**src/rtl/conv_pkg.sv**
```systemverilog
// Shared definitions for the conv_max_pool slice: sample width default,
// signed minimum, pool FSM state encoding and the pooled output count helper.
package conv_pkg;

    localparam int data_width_default = 16;

    localparam logic signed [15:0] signed_min = 16'sh8000;

    typedef enum logic [1:0] {
        IDLE,
        EVEN_ROW,
        ODD_ROW,
        DONE
    } pool_state_t;

    function automatic int pooled_output_count(input int rows, input int cols);
        return (rows / 2) * (cols / 2);
    endfunction

    localparam int default_pooled_outputs = pooled_output_count(218, 168);

endpackage

```
**src/rtl/conv_max_pool_if.sv**
```systemverilog
// Stream bundle between the convolution stage and the max-pooling stage.
// master drives the convolution stream, slave is the pooling block.
interface conv_max_pool_if
    import conv_pkg::*;
#(
    parameter int dataWidth = data_width_default
) ();

    logic signed [dataWidth-1:0] conv_data_in;
    logic                        conv_valid;
    logic                        conv_frame_done;
    logic signed [dataWidth-1:0] pool_data_out;
    logic                        pool_valid;
    logic                        pool_done;

    modport master (
        output conv_data_in,
        output conv_valid,
        output conv_frame_done,
        input  pool_data_out,
        input  pool_valid,
        input  pool_done
    );

    modport slave (
        input  conv_data_in,
        input  conv_valid,
        input  conv_frame_done,
        output pool_data_out,
        output pool_valid,
        output pool_done
    );

endinterface

```
**src/rtl/conv_max_pool_line_buffer.sv**
```systemverilog
// Half-width line buffer holding the horizontal pair maxima of the even row.
// Single port; reads and writes never coincide, read data is registered and
// holds its value until the next read.
module pool_line_buffer #(
    parameter int depth     = 84,
    parameter int dataWidth = 16,
    parameter int addrWidth = 7
) (
    input  logic                        clk,
    input  logic                        wr_en,
    input  logic                        rd_en,
    input  logic [addrWidth-1:0]        addr,
    input  logic signed [dataWidth-1:0] wr_data,
    output logic signed [dataWidth-1:0] rd_data
);

    logic signed [dataWidth-1:0] mem [0:depth-1];

    // Storage write and registered read; contents need no reset.
    always_ff @(posedge clk) begin
        if (wr_en) begin
            mem[addr] <= wr_data;
        end
        if (rd_en) begin
            rd_data <= mem[addr];
        end
    end

endmodule

```
**src/rtl/conv_max_pool.sv**
```systemverilog
// Streaming 2x2 stride-2 max pooling of the signed convolution result stream.
// Even rows store horizontal pair maxima in a half-width line buffer; odd rows
// combine their own pair maxima with the stored ones and emit one value per
// window in raster order.
// Optional fused ReLU on the input samples: define CONV_MAX_POOL_RELU_EN.
module conv_max_pool
    import conv_pkg::*;
#(
    parameter int convRow            = 218,
    parameter int convColumn         = 168,
    parameter int dataWidth          = data_width_default,
    parameter int columnAddressWidth = 8,
    parameter int rowAddressWidth    = 8
) (
    input logic            clk,
    input logic            reset,
    conv_max_pool_if.slave bus
);

    localparam int lb_depth      = convColumn / 2;
    localparam int lb_addr_width = (lb_depth > 1) ? $clog2(lb_depth) : 1;

    localparam logic [columnAddressWidth-1:0] last_col_idx = columnAddressWidth'(convColumn - 1);
    localparam logic [columnAddressWidth-1:0] paired_cols  = columnAddressWidth'((convColumn / 2) * 2);
    localparam logic [rowAddressWidth-1:0]    last_row_idx = rowAddressWidth'(convRow - 1);

    pool_state_t                   state;
    pool_state_t                   state_next;
    logic [columnAddressWidth-1:0] col;
    logic [rowAddressWidth-1:0]    row;
    logic                          frame_done_q;

    logic signed [dataWidth-1:0]   sample;
    logic signed [dataWidth-1:0]   pair_hold;
    logic signed [dataWidth-1:0]   pair_max;
    logic signed [dataWidth-1:0]   lb_rd_data;
    logic signed [dataWidth-1:0]   pool_data_q;
    logic                          pool_valid_q;
    logic                          pool_done_q;

    logic take;
    logic odd_row;
    logic last_col;
    logic last_row;
    logic col_paired;
    logic enter_done;
    logic lb_wr_en;
    logic lb_rd_en;
    logic out_fire;

    // Input sample conditioning: optional clamp of negatives to zero.
    always_comb begin
`ifdef CONV_MAX_POOL_RELU_EN
        sample = bus.conv_data_in[dataWidth-1] ? '0 : bus.conv_data_in;
`else
        sample = bus.conv_data_in;
`endif
    end

    assign take       = bus.conv_valid && (state != DONE);
    assign odd_row    = (state == ODD_ROW);
    assign last_col   = (col == last_col_idx);
    assign last_row   = (row == last_row_idx);
    assign col_paired = (col < paired_cols);
    assign enter_done = bus.conv_frame_done && !frame_done_q && (state != DONE);

    assign pair_max = (sample > pair_hold) ? sample : pair_hold;
    assign lb_wr_en = take && !odd_row && col[0] && col_paired;
    assign lb_rd_en = take && odd_row && !col[0] && col_paired;
    assign out_fire = take && odd_row && col[0] && col_paired;

    // Row-parity FSM; a fresh frame_done edge overrides everything and
    // wrapping past the last row always restarts on an even row.
    always_comb begin
        state_next = state;
        case (state)
            IDLE: begin
                if (take) begin
                    state_next = EVEN_ROW;
                end
            end
            EVEN_ROW: begin
                if (take && last_col) begin
                    state_next = last_row ? EVEN_ROW : ODD_ROW;
                end
            end
            ODD_ROW: begin
                if (take && last_col) begin
                    state_next = EVEN_ROW;
                end
            end
            DONE: begin
                state_next = IDLE;
            end
            default: begin
                state_next = IDLE;
            end
        endcase
        if (enter_done) begin
            state_next = DONE;
        end
    end

    // State register plus the frame_done history used to fire once per assertion.
    always_ff @(posedge clk or posedge reset) begin
        if (reset) begin
            state        <= IDLE;
            frame_done_q <= 1'b0;
        end else begin
            state        <= state_next;
            frame_done_q <= bus.conv_frame_done;
        end
    end

    // Raster position of the next sample; cleared when a frame closes.
    always_ff @(posedge clk or posedge reset) begin
        if (reset) begin
            col <= '0;
            row <= '0;
        end else if (enter_done || (state == DONE)) begin
            col <= '0;
            row <= '0;
        end else if (take) begin
            if (last_col) begin
                col <= '0;
                row <= last_row ? '0 : row + 1'b1;
            end else begin
                col <= col + 1'b1;
            end
        end
    end

    // Left sample of each horizontal pair waits here for its partner.
    always_ff @(posedge clk or posedge reset) begin
        if (reset) begin
            pair_hold <= dataWidth'(signed_min);
        end else if (take && !col[0]) begin
            pair_hold <= sample;
        end
    end

    // Pooled result, its strobe and the end-of-frame pulse.
    always_ff @(posedge clk or posedge reset) begin
        if (reset) begin
            pool_data_q  <= '0;
            pool_valid_q <= 1'b0;
            pool_done_q  <= 1'b0;
        end else begin
            pool_valid_q <= out_fire;
            pool_done_q  <= (state == DONE);
            if (out_fire) begin
                pool_data_q <= (pair_max > lb_rd_data) ? pair_max : lb_rd_data;
            end
        end
    end

    pool_line_buffer #(
        .depth     (lb_depth),
        .dataWidth (dataWidth),
        .addrWidth (lb_addr_width)
    ) u_line_buffer (
        .clk     (clk),
        .wr_en   (lb_wr_en),
        .rd_en   (lb_rd_en),
        .addr    (col[lb_addr_width:1]),
        .wr_data (pair_max),
        .rd_data (lb_rd_data)
    );

    assign bus.pool_data_out = pool_data_q;
    assign bus.pool_valid    = pool_valid_q;
    assign bus.pool_done     = pool_done_q;

endmodule

```
**src/flat_wrapper.sv**
```systemverilog
// flat-port wrapper written by rule: the top's interface ports become plain ports
module conv_max_pool_flat import conv_pkg::*;
#(
    parameter int convRow            = 218,
    parameter int convColumn         = 168,
    parameter int dataWidth          = data_width_default,
    parameter int columnAddressWidth = 8,
    parameter int rowAddressWidth    = 8
)
  (clk, reset, bus_conv_data_in, bus_conv_valid, bus_conv_frame_done, bus_pool_data_out, bus_pool_valid, bus_pool_done);
  conv_max_pool_if #(.dataWidth(dataWidth)) bus_i ();
  input logic clk;
  input logic reset;
  input wire logic [$bits(bus_i.conv_data_in)-1:0] bus_conv_data_in;
  input wire logic [$bits(bus_i.conv_valid)-1:0] bus_conv_valid;
  input wire logic [$bits(bus_i.conv_frame_done)-1:0] bus_conv_frame_done;
  output wire logic [$bits(bus_i.pool_data_out)-1:0] bus_pool_data_out;
  output wire logic [$bits(bus_i.pool_valid)-1:0] bus_pool_valid;
  output wire logic [$bits(bus_i.pool_done)-1:0] bus_pool_done;
  assign bus_i.conv_data_in = bus_conv_data_in;
  assign bus_i.conv_valid = bus_conv_valid;
  assign bus_i.conv_frame_done = bus_conv_frame_done;
  assign bus_pool_data_out = bus_i.pool_data_out;
  assign bus_pool_valid = bus_i.pool_valid;
  assign bus_pool_done = bus_i.pool_done;
  conv_max_pool #(.convRow(convRow), .convColumn(convColumn), .dataWidth(dataWidth), .columnAddressWidth(columnAddressWidth), .rowAddressWidth(rowAddressWidth)) u_core (.clk(clk), .reset(reset), .bus(bus_i));
endmodule
```
**config.mk**
```make
export PLATFORM = sky130hd
export DESIGN_NAME = conv_max_pool_flat
export DESIGN_NICKNAME = d
export VERILOG_FILES = /design/src/rtl/conv_pkg.sv /design/src/rtl/conv_max_pool_if.sv /design/src/rtl/conv_max_pool_line_buffer.sv /design/src/rtl/conv_max_pool.sv /design/src/flat_wrapper.sv
export SDC_FILE = /design/constraint.sdc
export NUM_CORES = 1
export LEC_CHECK = 0
export CAP_MARGIN = 0
export CORE_UTILIZATION = 40
export CTS_CLUSTER_DIAMETER = 60
export DETAILED_ROUTE_END_ITERATION = 7
export PLACE_DENSITY = 0.6
export SLEW_MARGIN = 25
export SYNTH_ARGS = -nofsm -noshare
export SYNTH_HDL_FRONTEND = slang
export SYNTH_SLANG_ARGS = --single-unit
```
**constraint.sdc**
```tcl
create_clock -name clk -period 5.9 [get_ports clk]
set_input_delay 1.18 -clock clk [delete_from_list [all_inputs] [get_ports clk]]
set_output_delay 1.18 -clock clk [all_outputs]
set_load 0.02 [all_outputs]
```
# Word-level counts from Yosys, hierarchy flattened
# Memory sizes are Yosys's and may differ from the RTL's. A register that Yosys moved wholly into a read port is not among the register bits.
# Index checks and enable logic that the tools add are counted.
# op_classes
order_cmp	3
n_eq_ne	9
addsub	2
n_reduce_logical	22
n_mux	17
# op_table
cell	n
$mux 8	7
$gt 16x16->1	2
$mux 16	2
$add 8x1->8 const B	2
$eq 8x8->1 const B	2
$logic_and 1x1->1	13
$mux 2	5
$lt 8x8->1 const B	1
$pmux 2 s4	1
$ne 3x1->1 const B	2
$eq 2x2->1 const B	2
$reduce_bool 2->1	2
$logic_not 1->1	3
$ne 3x3->1 const B	1
$reduce_and 3->1	1
$eq 2x1->1 const B	1
$logic_not 2->1	1
$mux 1	2
$ne 2x2->1 const B	1
$reduce_and 2->1	1
$logic_or 1x1->1	1
# word_totals
memories	1
wordCells	62
register_bits	53
mem_bits_rw	1344
# memory_table
memory	words	width	read_ports	rd_ports_with_merged_regs	wr	line_no	rtl
u_core.u_line_buffer.mem	84	16	1	1	1	conv_max_pool_line_buffer.sv:17	logic signed [dataWidth-1:0] mem [0:depth-1];

# Logic depth before layout (Yosys ltp)
# depth
ltp_word	7
depth_mapped	20

# Cells and area by module
# From an unflattened synthesis, not the netlist that was laid out.
# unflattened
hier_cells	3112
area_unflattened_um2	56655.6
# by_module_without_submodules
mod	area_per_inst_um2	n_inst	cells_each
pool_line_buffer	52716.8	1	2673
conv_max_pool	3938.8	1	439

# Worst setup path after synthesis
# No wires, ideal clock.
# synth_path
path_type	input-to-reg
from	input bus_conv_data_in[15]
to	register u_core.pool_data_q[1] (netlist: u_core.bus.pool_data_out[1])
stages	18
arrival_ns	5.939
setup_time_ns	0.127
setup_slack_ns	-0.166
n_path_buf	3
cell_sequence	ha_1 nand4_1 or4_1 a21o_1 nand4_2 and2_1 buf_2 buf_2 a31o_1 ha_1 a21oi_1 o21a_1 a2bb2oi_1 nor4bb_1 nor2_1 clkbuf_1 a311oi_1 o21ai_1
# synth_between
elab_chain_len	4
# synth_rtl
element	line_no	rtl
from (decl)	flat_wrapper.sv:14	input wire logic [$bits(bus_i.conv_data_in)-1:0] bus_conv_data_in;
$gt 16x16->1	conv_max_pool.sv:67	assign pair_max = (sample > pair_hold) ? sample : pair_hold;
$mux 16	conv_max_pool.sv:67	
named net u_core.pair_max[9]	conv_max_pool.sv:35	logic signed [dataWidth-1:0] pair_max;
$gt 16x16->1	conv_max_pool.sv:152	pool_data_q <= (pair_max > lb_rd_data) ? pair_max : lb_rd_data;
$mux 16	conv_max_pool.sv:152	
to (signal assigned)	conv_max_pool.sv:152	
to (decl)	conv_max_pool.sv:37	logic signed [dataWidth-1:0] pool_data_q;
# The timed path passes the listed nets, and every way through them passes these cells.
# A chain may end at the register's enable or synchronous reset.

# Final worst setup path
# layout_path
from	input bus_conv_data_in[15]
to	register u_core.pool_data_q[10] (netlist: u_core.bus.pool_data_out[10])
# Same word-level chain as after synthesis.

==> impl_metrics.ini <==
[die]
dieWidth_um = 369
fp.dieArea_um2 = 136000
initial_utilization_pct = 40.3
ios = 38
rows = 134
die_y_um = 369
coreArea_um2 = 133000

[power_and_ir_drop]
leakage_nw = 19.4
power.net_switching_mw = 9.21
power_mw = 29.9
p_comb_share_pct = 23.4
p_sw_share_pct = 30.8
clock_power_share_pct = 30.5
p_seq_share_pct = 46.1
p_per_area_nw_per_um2 = 483
intPower_mw = 20.7
vdd.ir_drop.worst_mv = 0.528

[setup_path]
startpoint_type = primary input
worstPathMaxFanout = 36
r2r_start = u_core.pair_hold[15]$_DFFE_PP1P_
cp.arrival_ps = 5980
cp-end-kind = flop
rr_endpoint = u_core.bus.pool_data_out[10]$_DFFE_PP0P_
r2r_cells = 16
worst-r2r-setup-slack_ps = 830
worstSetupPathType = primary input to flop
cp.required_ps = 6520

[synthesis]
synth-warning-count = 0
ys_types = 74
synth_nets = 3127
avgSynthCellArea_um2 = 17.5
ys_seq_area_share_pct = 78.3
ys_ff_latch = 1413
async_flop_share_pct = 3.75
ys.flop_type = edfxtp_1
syn_area_um2 = 53800
netlist_instances = 3072
synth_enable_flop_cells = 1360

[drt]
wire_per_inst_um = 29.1
detail-route-antenna-nets = 0
avgViaCountPerCell = 6.05
vias = 31000
drc = 0
drt_first_pass_iters = 5
wl_um = 149000
drt_iter0_markers = 3793

[cells_and_area]
final_common_cell = edfxtp_1
fin_area_um2 = 61900
drive_gt1_share_pct = 16.3
final_cell_mix = edfxtp_1 (1,360), a22oi_1 (403), buf_4 (184)
area_growth_pct = 15.1
nNetsFinal = 3301
final.fill_count = 11200

[sta]
fin_crit_ps = 5360
setup_viol = 0
fin_skew_ps = 24.2
hold_viol_final = 0
rsz0062_at_grt = no
worst_pin_slew_ps = 1110
slew_headroom_pct = 25.5
finalCritPeriodShare_pct = 90.9
max_freq_mhz = 186
drv_slew = 0

[clocking]
clk_pin_slew_ps = 60
ctsHoldBuffers = 0
cts.repair.resized = 0
clock_sinks = 1413
post_cts_buffers = 0
cts_max_level = 4
cts_tree = built
clockBufferDepth = 3
cts_buffers = 145
clock_latency_ps = 760
root_buffer = clkbuf_16

[hold_path]
min-delay-path-class = flop to flop
min_from = u_core.bus.pool_data_out[6]$_DFFE_PP0P_
hold_depth = 2
min_to = u_core.bus.pool_data_out[6]$_DFFE_PP0P_

[run_status]
status = completed

[global_route]
antenna_found_initial = 3
grt_max_degree = 85
grt_pass1_vias = 29500
track_usage_pct = 21.7
grt_pass1_wl_um = 215000
gr-total-overflow = 0

[place]
dp_hpwl_um = 82800
port_buffers = 37
place_area_um2 = 57200
gp_congestion = 0.865

[job]
drv_cap = 0
[cells in the mapped netlist (21+ instances only)]
library cell / number / area, µm²
a21oi_1: 40 / 200
a221oi_1: 98 / 858
a22o_1: 74 / 648
a22oi_1: 403 / 3030
a31oi_1: 57 / 357
buf_2: 95 / 475
clkbuf_1: 66 / 248
dfrtp_1: 52 / 1300
edfxtp_1: 1360 / 40800
ha_1: 35 / 438
inv_1: 40 / 150
mux2_2: 45 / 507
mux4_2: 36 / 811
nand2_1: 87 / 327
nand3_1: 32 / 160
nand4_1: 86 / 538
nor2_1: 129 / 484
o211ai_1: 25 / 188
o21ai_0: 69 / 345
o21ai_1: 21 / 105
[metrics by stage]
stage,util (%),TNS (ps),setup slack [ps],instances,hold slack (ps)
2_1_floorplan,-,0,16.6,3072,451
3_3_place_gp,42.9,-1740,-208,4867,488
3_5_place_dp,42.9,-2720,-296,4867,482
4_1_cts,46.4,0,467,5130,495
5_1_grt,46.4,0,219,5130,510
6_report,46.4,0,537,5131,493
[cells by family after synthesis]
group	count (synthesis)	synth area share, %
simple gates	400	3.69
compound gates	879	12.2
xor+xnor	1	0.0163
fa+ha+maj	35	0.814
buf+inv	247	2.22
flops	1413	78.3
mux	97	2.75
[power by group through the flow]
stage               registers, mW  clock network (mW)  logic, mW
floorplan                    14.0                   0       3.74
global placement             14.0                   0       6.88
detailed placement           14.0                   0       7.02
CTS                          13.8                9.22       7.03
global route                 13.8                9.60       7.46
finish                       13.8                9.11       6.99
[sequential cells by signal (all words and copies together) (netlist names)]
| register | count |
|---|---|
| u_core.bus.pool_done | 1 |
| u_core.u_line_buffer.rd_data | 16 |
| u_core.u_line_buffer.mem | 1344 |
| u_core.state | 2 |
| u_core.bus.pool_valid | 1 |
| u_core.col | 8 |
| u_core.bus.pool_data_out | 16 |
| u_core.frame_done_q | 1 |
| u_core.row | 8 |
| u_core.pair_hold | 16 |
[layer usage]
layer  GRT usage [%]  share of wire, %  vias to the layer above
met3            3.86               8.6                      228
li1                -                 -                    13100
met5               0            0.0087                        -
met4            6.57               2.7                        2
met2            33.4                46                     1521
met1            31.5                42                    16200
[how the worst max path moves through the flow]
stage,startpoint,end,slack [ps],depth (start not counted)
final,bus_conv_data_in[15],u_core.bus.pool_data_out[10]$_DFFE_PP0P_,540,16
after global routing,bus_conv_data_in[15],u_core.bus.pool_data_out[10]$_DFFE_PP0P_,220,16
after CTS,bus_conv_data_in[15],u_core.bus.pool_data_out[10]$_DFFE_PP0P_,470,15
after detailed placement,bus_conv_data_in[15],u_core.bus.pool_data_out[10]$_DFFE_PP0P_,-300,15
after global placement,bus_conv_data_in[15],u_core.bus.pool_data_out[11]$_DFFE_PP0P_,-210,15
after floorplan,bus_conv_data_in[15],u_core.bus.pool_data_out[1]$_DFFE_PP0P_,20,17
[worst max-delay path, cell delays in order]
cell	delay, ps
clkdlybuf4s50_1	440
ha_1	350
nand4_1	120
or4_1	590
a21o_1	210
a31o_2	510
buf_4	280
a31o_4	240
ha_1	310
a21oi_1	140
o21a_1	160
a2bb2oi_1	180
nor4bb_1	430
nor2_2	240
a311oi_1	460
o21ai_1	130
[layout make-up]
type                            count  area [µm²]  share of cell area (%)
Clock inverter                     81         832                    1.34
Inverter                           43         161                   0.261
Tap cell                         1768        2210                    3.57
Antenna cell                        1        2.50                 0.00404
Sequential cell                  1413       42200                    68.1
Timing Repair Buffer              231        1950                    3.15
Multi-Input combinational cell   1412       10700                    17.3
Clock buffer                      182        3890                    6.29
Note: power is estimated with default switching activity, not from simulation.
